<file path="config.mk">
export PLATFORM = sky130hd
export DESIGN_NAME = ram_sync_nrnw_clr
export DESIGN_NICKNAME = d
export VERILOG_FILES = /design/src/rtl/ram_sync_nrnw_clr.sv
export SDC_FILE = /design/constraint.sdc
export NUM_CORES = 2
export LEC_CHECK = 0
export ABC_CLOCK_PERIOD_IN_PS = 7500
export BUFFER_PORTS_ARGS = -buffer_cell sky130_fd_sc_hd__buf_2
export CORE_MARGIN = 5
export CORE_UTILIZATION = 40
export DETAILED_ROUTE_END_ITERATION = 12
export SYNTH_ARGS = -nofsm -noshare
export SYNTH_HDL_FRONTEND = slang
export SYNTH_SLANG_ARGS = --single-unit
</file>
<file path="constraint.sdc">
create_clock -name clk -period 7.5 [get_ports clk]
set_input_delay 1.5 -clock clk [delete_from_list [all_inputs] [get_ports clk]]
set_output_delay 1.5 -clock clk [all_outputs]
set_load 0.01 [all_outputs]
</file>
<file path="src/rtl/ram_sync_nrnw_clr.sv">
// ram_sync_nrnw_clr
// N-read / M-write register-file RAM with one-cycle registered reads, an
// optional same-cycle write-to-read bypass and fixed write-port priority
// (highest port index wins). After every reset a clear sequencer walks the
// array writing zero to each entry; the ports stay inert until it finishes.

`ifndef DATA_LEN
`define DATA_LEN 32
`endif

module ram_sync_nrnw_clr #(
    parameter int ADDR_W = 5,
    parameter int DATA_W = `DATA_LEN,
    parameter int DEPTH  = 32,
    parameter int NR     = 4,
    parameter int NW     = 2,
    parameter bit BYPASS = 1'b1
) (
    input  logic                 clk,
    input  logic                 reset,
    input  logic [NR-1:0]        re,
    input  logic [NR*ADDR_W-1:0] raddr,
    output logic [NR*DATA_W-1:0] rdata,
    input  logic [NW-1:0]        we,
    input  logic [NW*ADDR_W-1:0] waddr,
    input  logic [NW*DATA_W-1:0] wdata,
    output logic                 ready
);

    localparam logic [0:0] ST_CLEAR = 1'b0;
    localparam logic [0:0] ST_READY = 1'b1;

    // Addresses are widened by one bit so DEPTH == 2**ADDR_W compares cleanly
    localparam logic [ADDR_W:0]   DEPTH_EXT = (ADDR_W + 1)'(DEPTH);
    localparam logic [ADDR_W-1:0] LAST_IDX  = ADDR_W'(DEPTH - 1);

    logic [0:0]        state;
    logic [ADDR_W-1:0] clr_cnt;
    logic [DATA_W-1:0] mem [DEPTH];

    logic              wr_ok  [NW];
    logic [DATA_W-1:0] rd_val [NR];

    // A write port is live only in READY and only for an in-range address
    always_comb begin
        for (int j = 0; j < NW; j++) begin
            wr_ok[j] = 1'b0;
            if (state == ST_READY && we[j] &&
                ({1'b0, waddr[j*ADDR_W +: ADDR_W]} < DEPTH_EXT)) begin
                wr_ok[j] = 1'b1;
            end
        end
    end

    // Value each read port would capture this cycle, including the bypass path
    always_comb begin
        for (int i = 0; i < NR; i++) begin
            rd_val[i] = '0;
            if ({1'b0, raddr[i*ADDR_W +: ADDR_W]} < DEPTH_EXT) begin
                rd_val[i] = mem[raddr[i*ADDR_W +: ADDR_W]];
                if (BYPASS) begin
                    for (int j = 0; j < NW; j++) begin
                        if (wr_ok[j] &&
                            waddr[j*ADDR_W +: ADDR_W] == raddr[i*ADDR_W +: ADDR_W]) begin
                            rd_val[i] = wdata[j*DATA_W +: DATA_W];
                        end
                    end
                end
            end
        end
    end

    // Clear sequencer and ready flag; reset always restarts the sweep from entry 0
    always_ff @(posedge clk) begin
        if (reset) begin
            state   <= ST_CLEAR;
            clr_cnt <= '0;
            ready   <= 1'b0;
        end else if (state == ST_CLEAR) begin
            clr_cnt <= clr_cnt + 1'b1;
            if (clr_cnt == LAST_IDX) begin
                state <= ST_READY;
                ready <= 1'b1;
            end
        end
    end

    // Storage: zeroed by the sweep, then written by ports in ascending index order
    always_ff @(posedge clk) begin
        if (!reset) begin
            if (state == ST_CLEAR) begin
                mem[clr_cnt] <= '0;
            end else begin
                for (int j = 0; j < NW; j++) begin
                    if (wr_ok[j]) begin
                        mem[waddr[j*ADDR_W +: ADDR_W]] <= wdata[j*DATA_W +: DATA_W];
                    end
                end
            end
        end
    end

    // Registered read ports; a disabled port keeps its last value
    always_ff @(posedge clk) begin
        if (reset) begin
            rdata <= '0;
        end else if (state == ST_READY) begin
            for (int i = 0; i < NR; i++) begin
                if (re[i]) begin
                    rdata[i*DATA_W +: DATA_W] <= rd_val[i];
                end
            end
        end
    end

endmodule
</file>
## Yosys cells after proc, flatten, opt, wreduce, memory -nomap -nowiden

Memories as Yosys holds them, arrays and structs flattened. A register that Yosys moved wholly into a read port is not among the register bits.
Cells that the tools add are included.

| operators by class | value |
|---|---|
| multiplexer cells | 18 |
| $mul | 0 |
| bitwise operators | 1 |
| reduce and logical (&&, ||, !) cells | 8 |
| eq/ne operators | 1 |
| $add $sub $neg | 1 |
| div/mod/pow operators | 0 |
| $lt $le $gt $ge | 0 |
| shift-type cells | 0 |

Operators with widths:

| cell | number |
|---|---|
| two-way mux 32 bit | 1 |
| OR reduction 32 bit | 1 |
| two-way mux 1 bit | 16 |
| AND reduction 2 bit | 5 |
| adder 5 x 1 -> 5 bit (second input constant) | 1 |
| == test 5 bit (second input constant) | 1 |
| two-way mux 5 bit | 1 |
| logical AND 1 bit | 2 |
| NOT 1 bit | 1 |

| storage, ports and cells | value |
|---|---|
| latch bits | 0 |
| memory bits (writable) | 1024 |
| ROM bits | 0 |
| memories kept | 1 |
| register bits after elaboration | 7 |

Memory list:

| name | words | width | read ports | clocked after memory_dff | write ports | line | text |
|---|---|---|---|---|---|---|---|
| mem | 32 | 32 | 4 | 4 | 2 | 39 | `logic [DATA_W-1:0] mem [DEPTH];` |

## Longest topological paths before layout

| logic depth | value |
|---|---|
| depth after elaboration | 8 |
| mapped depth | 12 |
| mapped depth without buffers | 6 |

## Least setup slack after synthesis

Ideal clock, no wire load.

| timing | value |
|---|---|
| kind | input-to-reg |
| start point | input port we[0] |
| end point | memory mem[13][0] (netlist bit), enable pin |
| data arrival time | 4.330 ns |
| library setup time | 0.433 ns |
| path slack | 2.738 ns |
| required time | 7.067 ns |
| stages on the path | 7 |
| path through | buf_2 > and3b_1 > buf_6 > mux2i_4 > or3_1 > clkbuf_1 > o22ai_1 |

RTL lines:

| item | line | text |
|---|---|---|
| start: declaration | 24 | `input logic [NW-1:0] we,` |
| end: declaration | 39 |  |

==> impl_metrics.tcl <==
set metrics [dict create \
    yosysTopAreaCellShare 0.376 \
    first_global_vias 63000 \
    holdCritPathClass "reg2reg" \
    antenna_found_initial 26 \
    start_kind "primary input" \
    wl_per_cell_um 40.6 \
    fillers 18300 \
    finalSetupTns_ns 0 \
    cp_slowest_cell "nand3_1" \
    final_max_slew_viol_count 0 \
    drive_above_1_share 0.288 \
    crit_fanout 48 \
    syn-cell-area_um2 81800 \
    vias 68900 \
    finalClockSkew_ns 0.0445 \
    path_class "in2reg" \
    synthFlopType "edfxtp_1" \
    fin_crit_sh 0.669 \
    utilization 0.441 \
    die_h_um 462 \
    place.gp.congestion 1.00 \
    rows 166 \
    crit_required_ns 8.16 \
    cts.path.max_buffers 3 \
    clock-root-buffer "clkbuf_16" \
    arrival_ns 5.68 \
    end_kind "flop" \
    synth_area_leaders "edfxtp_1 (38%), mux4_2 (30%), o21ai_0 (6.6%)" \
    antenna_left 0 \
    post_cts_resized 0 \
    fmax_ghz 0.199 \
    clk_pin_slew_ns 0.06 \
    setup_viol 0 \
    dieWidth_um 462 \
    async_reset_ff_frac 0 \
    gr-total-overflow 0 \
    leakagePower_uw 0.0260 \
    initialDrtViolationCount 13400 \
    hpwlAfterDp_um 236000 \
    htreeDepth 4 \
    route.detailed.drc 0 \
    nNetsFinal 6537 \
    status "complete, no violations" \
    tightest_slew_ns 1.47 \
    dr.pass1.iters 8 \
    place_area_um2 85500 \
    syn_to_final_growth_pct 9.95 \
    grt_start_max_net_pins 102 \
    total_power_uw 15800 \
    cts_setup_buffers 0 \
    cts_made_buffers 132 \
    cts_sinks 1159 \
    port_buffers 230 \
    routed_wl_um 375000 \
    vias_per_cell 7.44 \
    max_stage_delay_ns 1.08 \
    multi_input_area_um2 45400 \
    worst_path_most_repeated_cell "buf_4" \
    final_cell_area_um2 89900 \
    synth_edf_count 1024 \
    avgSynthCellArea_um2 12.1 \
    hold_viol 0 \
    initial_core_util 0.401 \
    core_um2 204000 \
    insertion_delay_ns 0.83 \
    maxSlewHeadroom 0.0177 \
    ys_ff_latch 1159 \
    ys_seq_area_frac 0.409 \
    finalCriticalPeriod_ns 5.02 \
    cp_cell_sequence "buf_4 > and3b_4 > buf_4 > mux2i_1 > o211a_1 > nand3_1 > o211ai_1 > a31oi_1" \
    rsz0062_at_grt "no" \
    synth.largest_area_cell "edfxtp_1" \
    regArea_um2 33500 \
    fp.dieArea_um2 214000 \
    grt_usage 0.343 \
    grt_pass1_wl_um 514000 \
    crit_family "simple AND/OR/NAND/NOR gates" \
    max-vdd-ir-drop_v 0.000195 \
    p_per_area_nw_per_um2 175 \
    maxCapViolations 0 \
    cts_tree "yes" \
    yosys_warnings 0 \
    cts_hold_buf 0 \
    path_buf_inv 2 \
    synth_fp_nets 6835 \
    final_cell_mix "nand2_1 (1,183), o21ai_0 (1,086), mux4_2 (1,084)" \
    layout_commonest_cell "nand2_1" \
    ys_types 79 \
    postSynthCellCount 6731 \
    pin_count 231 \
]
-- power breakdown --
group | leakage (uW) | switching, uW | internal [uW]
clock network | 0.00213 | 2960 | 3830
registers | 0.00906 | 39.0 | 6960
logic | 0.0148 | 1270 | 700
total | 0.0260 | 4270 | 11500
-- final timing paths --
| check | startpoint | to | slack, ns | depth (start not counted) |
|---|---|---|---|---|
| setup / recovery | reset | rdata[101]$_SDFFE_PP0P_ | 2.48 | 8 |
| hold / removal | rdata[107]$_SDFFE_PP0P_ | rdata[107]$_SDFFE_PP0P_ | 0.47 | 2 |
| hold reg to reg | rdata[107]$_SDFFE_PP0P_ | rdata[107]$_SDFFE_PP0P_ | 0.47 | 2 |
| setup reg to reg | state$_SDFF_PP0_ | mem[27][13]$_DFFE_PP_ | 3.31 | 6 |
-- flip-flops by register name, indices dropped and copies added (netlist names) --
name	flops
mem	1024
rdata	128
clr_cnt	5
ready	1
state	1
-- per-stage QoR --
step	cells	worst slack, ns	hold WS [ns]
global route	9234	2.42	0.479
CTS	9227	2.62	0.468
floorplan	6731	2.74	0.470
global placement	8987	1.79	0.456
detailed placement	8987	1.72	0.459
finish	9250	2.48	0.467
-- cell type report --
class	instances	area share
Multi-Input combinational cell	4692	0.505
Sequential cell	1159	0.372
Clock buffer	176	0.0411
Antenna cell	23	0.000640
Timing Repair Buffer	440	0.0357
Clock inverter	64	0.00734
Tap cell	2688	0.0374
Inverter	8	0.000334
-- tightest hold or removal path, cell delays in order (launching register included) --
cell	delay, ns
dfxtp_1	0.31
nand2_1	0.05
a31oi_1	0.06
-- cell usage after synthesis, drive strengths merged, types with 66 or more instances --
| cell | instances |
|---|---|
| o22ai | 139 |
| o21ai | 1093 |
| nand2 | 1192 |
| clkbuf | 646 |
| mux4 | 1084 |
| o221ai | 69 |
| mux2i | 306 |
| a21oi | 76 |
| nand3 | 66 |
| buf | 226 |
| a22oi | 94 |
| edfxtp | 1024 |
| dfxtp | 135 |
-- routing by layer --
metal | vias up | GRT usage | share of wire
met4 | 12 | 0.199 | 0.073
met2 | 7087 | 0.467 | 0.40
met5 | - | 0.0138 | 0.00022
li1 | 26300 | - | -
met3 | 1400 | 0.178 | 0.19
met1 | 34100 | 0.434 | 0.33
-- logic make-up (layout without fill, tap and decap cells) --
logic type | after synthesis | in the layout | synth area share
compound gates | 1714 | 1714 | 0.122
xor+xnor | 41 | 41 | 0.00458
fa+ha+maj | 2 | 2 | 0.000306
buf+inv | 880 | 688 | 0.0452
flops | 1159 | 1159 | 0.409
mux | 1432 | 1432 | 0.342
other cells | 0 | 23 | 0
simple gates | 1503 | 1503 | 0.0763
Power figures use the tool's default switching activity.
